**config.mk**
```make
export PLATFORM = sky130hd
export DESIGN_NAME = sevseg_scanner
export DESIGN_NICKNAME = d
export VERILOG_FILES = /design/src/rtl/sevseg_pkg.sv /design/src/rtl/sevseg_tick_gen.sv /design/src/rtl/sevseg_scanner.sv
export SDC_FILE = /design/constraint.sdc
export NUM_CORES = 1
export LEC_CHECK = 0
export ABC_AREA = 1
export BUFFER_PORTS_ARGS = -buffer_cell sky130_fd_sc_hd__buf_2
export CAP_MARGIN = 20
export CORE_UTILIZATION = 29
export DETAILED_ROUTE_END_ITERATION = 10
export GPL_TIMING_DRIVEN = 0
export PLACE_DENSITY = 0.53
export SYNTH_ARGS = -nofsm -noshare
export SYNTH_HDL_FRONTEND = slang
export SYNTH_SLANG_ARGS = --single-unit
export TNS_END_PERCENT = 30
```
**constraint.sdc**
```tcl
create_clock -name clk -period 3.33 [get_ports clk]
set_clock_uncertainty 0.05 [all_clocks]
set_input_delay 0.666 -clock clk [delete_from_list [all_inputs] [get_ports clk]]
set_output_delay 0.666 -clock clk [all_outputs]
set_load 0.02 [all_outputs]
```
**src/rtl/sevseg_pkg.sv**
```systemverilog
// rtl/sevseg_pkg.sv - shared constants and hex-to-segment decode for the seven-segment scanner
package sevseg_pkg;

   // Each digit slot is split into 2**PHASE_W brightness phases
   localparam int PHASE_W = 4;
   localparam logic [PHASE_W-1:0] PHASE_MAX = '1;

   // Active-low segment patterns {a,b,c,d,e,f,g}, MSB = a
   localparam logic [6:0] SEG_LUT [16] = '{
      7'b0000001,  // 0
      7'b1001111,  // 1
      7'b0010010,  // 2
      7'b0000110,  // 3
      7'b1001100,  // 4
      7'b0100100,  // 5
      7'b0100000,  // 6
      7'b0001111,  // 7
      7'b0000000,  // 8
      7'b0000100,  // 9
      7'b0001000,  // A
      7'b1100000,  // b
      7'b0110001,  // C
      7'b1000010,  // d
      7'b0110000,  // E
      7'b0111000   // F
   };

   // Active-low segment pattern for one hex nibble
   function automatic logic [6:0] hex2seg(input logic [3:0] nib);
      return SEG_LUT[nib];
   endfunction

endpackage

```
**src/rtl/sevseg_tick_gen.sv**
```systemverilog
// rtl/sevseg_tick_gen.sv - clock-enable prescaler producing one scan tick every PRESCALE cycles
module sevseg_tick_gen #(
   parameter int PRESCALE = 6250
) (
   input  logic clk,
   input  logic Rst,
   output logic tick_o
);

   localparam int CNT_W = (PRESCALE > 1) ? $clog2(PRESCALE) : 1;

   logic [CNT_W-1:0] pre_cnt_q, pre_cnt_d;

   // Terminal count; with PRESCALE=1 the counter stays at 0 and ticks every cycle
   assign tick_o = (pre_cnt_q == CNT_W'(PRESCALE - 1));

   // Next count: wrap to zero on the tick cycle
   always_comb begin
      pre_cnt_d = tick_o ? '0 : pre_cnt_q + CNT_W'(1);
   end

   // Prescale counter register
   always_ff @(posedge clk or posedge Rst) begin
      if (Rst) pre_cnt_q <= '0;
      else     pre_cnt_q <= pre_cnt_d;
   end

endmodule

```
**src/rtl/sevseg_scanner.sv**
```systemverilog
// rtl/sevseg_scanner.sv - multiplexed seven-segment driver with PWM, snapshot and optional SEVSEG_LZB_EN blanking
module sevseg_scanner
   import sevseg_pkg::*;
#(
   parameter int N_DIGITS       = 8,
   parameter int PRESCALE       = 6250,
   parameter int SEG_ACTIVE_LOW = 1,
   parameter int AN_ACTIVE_LOW  = 1
) (
   input  logic                  clk,
   input  logic                  Rst,
   input  logic [4*N_DIGITS-1:0] data_in,
   input  logic [N_DIGITS-1:0]   dp_in,
   input  logic [N_DIGITS-1:0]   digit_en,
   input  logic [3:0]            brightness,
   output logic [N_DIGITS-1:0]   an,
   output logic [6:0]            sev_out,
   output logic                  dp_out,
   output logic                  frame_start
);

   localparam int DIG_W = (N_DIGITS > 1) ? $clog2(N_DIGITS) : 1;
   localparam logic [DIG_W-1:0]    LAST_DIGIT = DIG_W'(N_DIGITS - 1);
   localparam logic [N_DIGITS-1:0] AN_OFF  = (AN_ACTIVE_LOW != 0) ? {N_DIGITS{1'b1}} : {N_DIGITS{1'b0}};
   localparam logic [6:0]          SEG_OFF = (SEG_ACTIVE_LOW != 0) ? 7'h7F : 7'h00;
   localparam logic                DP_OFF  = (SEG_ACTIVE_LOW != 0);

   logic                  tick;
   logic                  snap_load;

   logic [PHASE_W-1:0]    phase_q, phase_d;
   logic [DIG_W-1:0]      digit_q, digit_d;

   logic [4*N_DIGITS-1:0] snap_data_q, snap_data_d;
   logic [N_DIGITS-1:0]   snap_dp_q, snap_dp_d;
   logic [N_DIGITS-1:0]   snap_en_q, snap_en_d;
   logic [3:0]            snap_bright_q, snap_bright_d;

   logic [N_DIGITS-1:0]   an_q, an_d;
   logic [6:0]            sev_q, sev_d;
   logic                  dp_q, dp_d;
   logic                  frame_start_q, frame_start_d;

   logic [3:0]            cur_nib;
   logic                  cur_dp;
   logic                  phase_on;
   logic [N_DIGITS-1:0]   blank;
   logic [N_DIGITS-1:0]   lit;
   logic [6:0]            seg_low;
   logic                  dp_low;

   sevseg_tick_gen #(
      .PRESCALE (PRESCALE)
   ) u_tick_gen (
      .clk    (clk),
      .Rst    (Rst),
      .tick_o (tick)
   );

   // Scan sequencing: phase steps every tick, digit steps when the phase wraps
   always_comb begin
      phase_d   = phase_q;
      digit_d   = digit_q;
      snap_load = 1'b0;
      if (tick) begin
         phase_d = phase_q + PHASE_W'(1);
         if (phase_q == PHASE_MAX) begin
            digit_d   = (digit_q == LAST_DIGIT) ? '0 : digit_q + DIG_W'(1);
            snap_load = (digit_q == LAST_DIGIT);
         end
      end
   end

   // Frame snapshot: inputs are captured only at the frame boundary so a frame never tears
   always_comb begin
      snap_data_d   = snap_load ? data_in    : snap_data_q;
      snap_dp_d     = snap_load ? dp_in      : snap_dp_q;
      snap_en_d     = snap_load ? digit_en   : snap_en_q;
      snap_bright_d = snap_load ? brightness : snap_bright_q;
      frame_start_d = snap_load;
   end

   // Select the nibble and decimal point of the digit currently being scanned
   always_comb begin
      cur_nib = 4'h0;
      cur_dp  = 1'b0;
      for (int d = 0; d < N_DIGITS; d++) begin
         if (digit_q == DIG_W'(d)) begin
            cur_nib = snap_data_q[4*d +: 4];
            cur_dp  = snap_dp_q[d];
         end
      end
   end

   // Leading-zero mask: a digit blanks when it and every higher digit are zero; digit 0 always shows
   always_comb begin
      blank = '0;
`ifdef SEVSEG_LZB_EN
      begin : lzb_scan
         logic nz_seen;
         nz_seen = 1'b0;
         for (int d = N_DIGITS - 1; d >= 1; d--) begin
            nz_seen  = nz_seen | (snap_data_q[4*d +: 4] != 4'h0);
            blank[d] = ~nz_seen;
         end
      end
`endif
   end

   // Lit decision and polarity mapping; phase 0 is kept dark to stop ghosting between digits
   always_comb begin
      phase_on = (phase_q != '0) && (phase_q <= snap_bright_q);
      lit      = '0;
      for (int d = 0; d < N_DIGITS; d++) begin
         lit[d] = (digit_q == DIG_W'(d)) && snap_en_q[d] && phase_on && !blank[d];
      end
      seg_low = (|lit) ? hex2seg(cur_nib) : 7'h7F;
      dp_low  = (|lit) ? ~cur_dp : 1'b1;
      an_d    = (AN_ACTIVE_LOW != 0)  ? ~lit    : lit;
      sev_d   = (SEG_ACTIVE_LOW != 0) ? seg_low : ~seg_low;
      dp_d    = (SEG_ACTIVE_LOW != 0) ? dp_low  : ~dp_low;
   end

   // Scan counters
   always_ff @(posedge clk or posedge Rst) begin
      if (Rst) begin
         phase_q <= '0;
         digit_q <= '0;
      end else begin
         phase_q <= phase_d;
         digit_q <= digit_d;
      end
   end

   // Snapshot registers; zero after reset so the first frame is dark
   always_ff @(posedge clk or posedge Rst) begin
      if (Rst) begin
         snap_data_q   <= '0;
         snap_dp_q     <= '0;
         snap_en_q     <= '0;
         snap_bright_q <= '0;
      end else begin
         snap_data_q   <= snap_data_d;
         snap_dp_q     <= snap_dp_d;
         snap_en_q     <= snap_en_d;
         snap_bright_q <= snap_bright_d;
      end
   end

   // Registered display outputs; reset drives them to the inactive level immediately
   always_ff @(posedge clk or posedge Rst) begin
      if (Rst) begin
         an_q          <= AN_OFF;
         sev_q         <= SEG_OFF;
         dp_q          <= DP_OFF;
         frame_start_q <= 1'b0;
      end else begin
         an_q          <= an_d;
         sev_q         <= sev_d;
         dp_q          <= dp_d;
         frame_start_q <= frame_start_d;
      end
   end

   assign an          = an_q;
   assign sev_out     = sev_q;
   assign dp_out      = dp_q;
   assign frame_start = frame_start_q;

endmodule

```
==> results of run 1 <==
-- placed cells by master (no fill, tap or decap), drive strengths merged --
cell	netlist	final
a21boi	2	2
a21oi	13	13
a22oi	1	1
a31oi	1	1
and3	2	2
buf	9	80
clkbuf	2	14
clkinv	1	5
dfrtp	73	73
dfstp	16	16
ha	20	20
inv	87	87
mux2i	1	1
nand2	195	195
nand3	34	34
nand3b	1	1
nand4	2	2
nor2	35	35
nor3	7	7
nor4	4	4
o21ai	50	50
or2	3	3
xor2	5	5
-- where the power goes --
part | switching (W) | internal [W] | total, W
Combinational | 0.0000323 | 0.0000251 | 0.0000575
Clock | 0.000401 | 0.000521 | 0.000922
Sequential | 0 | 0.00108 | 0.00108
Total | 0.000434 | 0.00163 | 0.00206
-- cells by family after synthesis --
group / count (synthesis)
and+or+nand+nor: 283
AOI/OAI and AO/OA: 67
muxes: 1
xor gates and xnor gates: 5
buffers and inverters: 99
adders and majority gates: 20
DFF: 89
-- state kept, by name, summed over array words and instances (netlist names) --
name,cells
snap_data_q,32
u_tick_gen.pre_cnt_q,13
an,8
snap_dp_q,8
snap_en_q,8
sev_out,7
phase_q,4
snap_bright_q,4
digit_q,3
dp_out,1
frame_start,1
-- final cells by class --
type | instances | area (µm²)
inverter | 88 | 333
clock inverter | 4 | 20.0
tap | 211 | 264
timing repair buffer | 71 | 378
fill | 1636 | 9810
multi-input combinational | 376 | 1870
buffer | 11 | 95.1
clock buffer | 12 | 246
sequential | 89 | 2250
-- layer usage --
metal	vias up	GRT usage
met1	1699	0.209
met5	-	0
met2	76	0.227
met4	0	0.0399
met3	6	0.0469
li1	1913	-
-- metrics by stage --
step                      setup slack (ps)  instance area, µm²
final                                  614                5450
after global placement                -764                5150
after floorplan                        334                4540
after detailed placement               668                5180
after CTS                              623                5450
after global routing                   224                5450
-- final timing paths --
| path | startpoint | end | slack, ps |
|---|---|---|---|
| max | digit_q[1]$_DFFE_PP0P_ | sev_out[6]$_DFF_PP1_ | 610 |
| max reg2reg | digit_q[1]$_DFFE_PP0P_ | sev_out[6]$_DFF_PP1_ | 610 |
| min reg2reg | snap_dp_q[2]$_DFFE_PP0P_ | snap_dp_q[2]$_DFFE_PP0P_ | 430 |
| max in group asynchronous | Rst | sev_out[6]$_DFF_PP1_ | 2260 |
| min | Rst | snap_data_q[11]$_DFFE_PP0P_ | 280 |
| min in group clk | snap_dp_q[2]$_DFFE_PP0P_ | snap_dp_q[2]$_DFFE_PP0P_ | 430 |
==> metrics, run 1 <==
status=completed; Most common cell on crit path=nand2_1; total global-route track usage=0.151; top post-synthesis cells by count=nand2_1, inv_1, dfrtp_1, o21ai_0, nor2_1; Pre-Repair DR Iteration Count=4; ys async rst share=1.00; Final setup violation count=0; synth top area cells=dfrtp_1, nand2_1, dfstp_2; CTS tree=built; grt total ovfl=0; CP required=3550 ps; number of synthesized flops with an enable pin=0; Slew Limit Fails=0; CP Capture Type=flip-flop; vias=3,694; Worst Path Arrival=2940 ps; worst vdd ir=between 0.2 and 0.3 mV; syn_area_per_cell=8.05 µm²; vias in the first global route=3,715; max_cap viols=0; Post-Route WL=10.9 mm; Hold Vio Cnt, Final=0; Post-Syn Area=4540 µm²; Final period util=0.816; Final TNS setup=0 ps; unrepaired setup endpoints after global routing=no; Crit path buffers/inverters=3; P_leak=2.75 nW; Die H=between 100 and 150 µm; largest net degree at the start of global routing=58; cell count along the critical path=19; CTS Sinks=89; Root Driver=clkbuf_16; Final Critical Period=2720 ps; flop and latch count out of synthesis=89; Rows=45; Syn-to-layout area delta=20.1%; RD Place Congestion=about 0.84; CTS resizes=0; drt drc=0; CP top delay family=simple AND/OR/NAND/NOR gates; Met1 Wirelength=5.52 mm; Initial Utilization=0.297; Tot Pwr=0.00206 W; antenna fix cells=0; Post-Syn Instances=564; ANT nets after route=0; worst rel slew slack=0.648; critical path's slowest cell=dfrtp_1; nets=720; wire per inst=around 13 µm; count leader, synth=nand2_1; Netlist cell types=33; CP Class=reg -> reg; DRT iter0 DRCs=184; Longest Clk Path Bufs=2; Post-Layout Cell Count=862; Post-Syn Nets=about 640; biggest area consumer among synthesized cells=dfrtp_1; multiplexer share of the synthesized area=0.00221; CP max FO=7; Top Layer Used=met4; Critical Path Max Stage Delay=roughly 400 ps; placed cell count=approximately 850; Synth Warn #=0; R2R cell count=19; postcts setup bufs=0; Die X=approximately 130 µm; XOR/XNOR share of the synthesized area=0.00965; met3 wire length=approximately 450 µm; share of post-route cells with drive strength above 1=0.192; IO Pins=~70; Hold Slack=between 200 and 300 ps; # H-tree levels=3; port buffer count=70; clock latency on the worst-skew pair=340 ps; core box area=15,300 µm²; Post-Synth Simple-Gate Area=0.266; crit path launch type=flip-flop; Top FF cell, synth=dfrtp_1; CTS hold repair buffers=0; area share of fa/ha/maj cells after synthesis=0.0551; initial antenna violation count=0; clock-pin slew on the worst setup and hold paths=60 ps; Synth top area share=0.403; register area share after synthesis=0.495; total CTS buffers=9; Hold Crit Class=in -> async; vias per cell=4.29; Met2 Wirelength=4.88 mm; Cell Pwr Density=378 nW/µm²; Synth Area in Compound Gates=0.0778; first-pass GRT wire length=18.6 mm; largest family of logic cells by synthesized area=simple AND/OR/NAND/NOR gates; Layout Utilization=0.357; HPWL after DPL=approximately 8.3 mm; Slew @ Worst Pin=527 ps; Max Fclk=368 MHz; critical-path cell list=inv_1, ha_1, inv_1, nor2_1, nand2_1, nand3_1, nand3_1, nand2_1, nand2_1, nand2_1, nand2_1, nand2_1, nand2_1, inv_1, ha_1, nand3_1, nand2_1, nand2_1, nand3_1; Die ar.=~16,000 µm²
No activity file was read; power rests on OpenSTA's default activity.
==> run 2, diff against run 1 <==
--- a/config.mk
+++ b/config.mk
@@ -5,13 +5,13 @@
 export SDC_FILE = /design/constraint.sdc
 export NUM_CORES = 1
 export LEC_CHECK = 0
-export ABC_AREA = 1
+export ABC_AREA = 0
 export BUFFER_PORTS_ARGS = -buffer_cell sky130_fd_sc_hd__buf_2
 export CAP_MARGIN = 20
 export CORE_UTILIZATION = 29
 export DETAILED_ROUTE_END_ITERATION = 10
 export GPL_TIMING_DRIVEN = 0
-export PLACE_DENSITY = 0.53
+export PLACE_DENSITY = 0.55
 export SYNTH_ARGS = -nofsm -noshare
 export SYNTH_HDL_FRONTEND = slang
 export SYNTH_SLANG_ARGS = --single-unit
==> constraint.sdc (replaced) <==
create_clock -name clk -period 2.28 [get_ports clk]
set_clock_uncertainty 0.05 [all_clocks]
set_input_delay 0.456 -clock clk [delete_from_list [all_inputs] [get_ports clk]]
set_output_delay 0.456 -clock clk [all_outputs]
set_load 0.02 [all_outputs]
==> run 2 against run 1 <==
The flow now finishes with violations (DRC, setup timing). Clock power rose by 62%. Non-clock buffer count rose by 34. Largest cell class is now multi-input gates. Combinational power rose by 61%. Global-route usage rose by 0.12 points. Wire length rose by 7.8%. Critical path depth fell by 10. Synthesized area fell by 3.4%. Cell area rose by 12%. Die area fell by 3.3%. Count of clock-buffer cells in the layout fell by 2. Worst hold slack got worse by 150 ps. Highest routed layer unchanged. Register-to-register slack got worse by 1200 ps.
==> metrics, run 2 <==
most frequent cells in the layout=dfrtp_1, buf_2, mux2_4; Slew Limit Fails=0; Worst Path Arrival=3010 ps; DP Worst Slack=-1240 ps; total global-route track usage=0.152; DRT iter0 DRCs=between 200 and 250; CP max FO=8; CTS Sinks=89; P_leak=roughly 2.7 nW; critical-path cell list=or4b_1, or4_4, nor4_4, and4_1, buf_6, and2_4, buf_12, clkbuf_16, mux2_4; Post-Syn Nets=456; worst vdd ir=between 0.3 and 0.4 mV; vias=3,355; clock latency on the worst-skew pair=350 ps; Hold Crit Class=in -> async; wire per inst=approximately 17 µm; vias in the first global route=3,479; Synth Warn #=0; Cell Pwr Density=519 nW/µm²; Die X=125 µm; first-pass GRT wire length=18.2 mm; worst rel slew slack=0.572; nets=563; count leader, synth=dfrtp_1; share of post-route cells with drive strength above 1=0.462; status=finished with violations; Post-Route WL=11.8 mm; core box area=around 15,000 µm²; number of synthesized flops with an enable pin=0; Root Driver=clkbuf_16; Die H=125 µm; crit path launch type=flip-flop; biggest area consumer among synthesized cells=dfrtp_1; Final setup violation count=63; CP Capture Type=flip-flop; Final Critical Period=2830 ps; Pre-Repair DR Iteration Count=9; Netlist cell types=54; drt drc=18; synth top area cells=dfrtp_1, mux2_1, dfstp_2; clock-pin slew on the worst setup and hold paths=about 70 ps; CP required=about 2500 ps; Top FF cell, synth=dfrtp_1; syn_area_per_cell=11.5 µm²; antenna fix cells=0; R2R cell count=9; CP Class=reg -> reg; grt total ovfl=0; failing checks=DRC, setup timing; Max Fclk=354 MHz; max reg flops=32; Final period util=1.24; Die ar.=15,600 µm²; total CTS buffers=9; top post-synthesis cells by count=dfrtp_1, mux2_1, nand2_1, nand3_1, inv_1; ANT nets after route=0; biggest regs=snap_data_q x32, u_tick_gen.pre_cnt_q x13; flop and latch count out of synthesis=slightly below 90; Post-Syn Area=4390 µm²; Hold Vio Cnt, Final=0; Post-Syn Instances=~380; initial antenna violation count=0; Initial Utilization=0.299; vias per cell=4.95; Syn-to-layout area delta=38.8%; port buffer count=70; register area share after synthesis=0.512; ys async rst share=1.00; commonest non-fill, non-tap cell in the layout=dfrtp_1; max_cap viols=0; Layout Utilization=0.416; Critical Path Max Stage Delay=510 ps; critical path's slowest cell=or4b_1; Rows=44; largest net degree at the start of global routing=35; Slew @ Worst Pin=~640 ps; HPWL after DPL=7.93 mm; Setup WS post-layout=-549 ps; Biggest register=snap_data_q; Longest Clk Path Bufs=2; # H-tree levels=3; IO Pins=71; RD Place Congestion=roughly 0.8; Synth top area share=0.417; CTS tree=built; unrepaired setup endpoints after global routing=yes
[run 2: cell types whose count changed in the layout (fill, tap and decap cells not counted), moves of 15 or more]
cell     before  now
buf_4         2   17
mux2_4        0   43
nor2_1       34   13
nand2_1     194   24
o21ai_0      44   16
inv_1        84   15
[run 2: path summary, 6_finish.rpt]
| kind | from | end | slack, ps |
|---|---|---|---|
| max in group asynchronous | Rst | sev_out[5]$_DFF_PP1_ | 1160 |
| setup / recovery | u_tick_gen.pre_cnt_q[7]$_DFF_PP0_ | snap_dp_q[1]$_DFFE_PP0P_ | -550 |
| hold reg to reg | snap_en_q[0]$_DFFE_PP0P_ | an[0]$_DFF_PP1_ | 430 |
| hold / removal | Rst | u_tick_gen.pre_cnt_q[3]$_DFF_PP0_ | 140 |
| setup reg to reg | u_tick_gen.pre_cnt_q[7]$_DFF_PP0_ | snap_dp_q[1]$_DFFE_PP0P_ | -550 |
| min in group clk | data_in[27] | snap_data_q[27]$_DFFE_PP0P_ | 280 |
[run 2: per-stage QoR]
step	std cells	hold slack [ps]	total power [W]	setup TNS [ps]	cell area, µm²
2_1_floorplan	382	355	0.00163	-25660	4460
3_3_place_gp	636	400	0.00169	-41020	5040
3_5_place_dp	638	407	0.00170	-43240	5080
4_1_cts	667	141	0.00321	-32380	5790
5_1_grt	678	185	0.00328	-32140	6090
6_report	678	136	0.00316	-27930	6090
[run 2: logic make-up (layout without fill, tap and decap cells)]
family          after synthesis  after routing  share of synthesized area
xor+xnor                     15             15                     0.0300
buf+inv                      42            154                     0.0505
compound gates               71             71                      0.110
simple gates                 97             97                      0.118
flops                        89             89                      0.512
fa+ha+maj                    20             20                     0.0571
mux                          48             48                      0.122
[run 2: routing by layer]
layer	share of wire	global-route usage	vias up
li1	-	-	1586
met2	0.48	0.253	96
met5	0	0	-
met4	0.013	0.0495	0
met1	0.46	0.194	1660
met3	0.049	0.0368	13
[run 2: power by group]
| part | switching, W | internal (W) |
|---|---|---|
| Combinational | 0.0000515 | 0.0000408 |
| Clock | 0.000638 | 0.000851 |
| Sequential | 0 | 0.00158 |
[run 2: worst max-delay path, delay by kind of cell (launching register included)]
kind	cells	cell delay (ps)
mux	1	290
flops	1	380
buf+inv	3	430
simple gates	5	1540
[run 2: repair_timing]
item	4_1_cts	5_1_grt
hold buffers	0	0
gates cloned	0	5
resized for setup	83	33
endpoints found under the setup margin	73	65
buffers inserted	13	6
pin swaps	12	8
[run 2: final cells by class]
type / instances / area [µm²]
inverters: 22 / 93.8
clock inverters: 6 / 66.3
well taps: 184 / 230
plain buffers: 20 / 256
multi-input cells: 251 / 2290
fillers: 1378 / 8560
flip-flops and latches: 89 / 2250
repair buffers: 96 / 669
clock buffers: 10 / 229
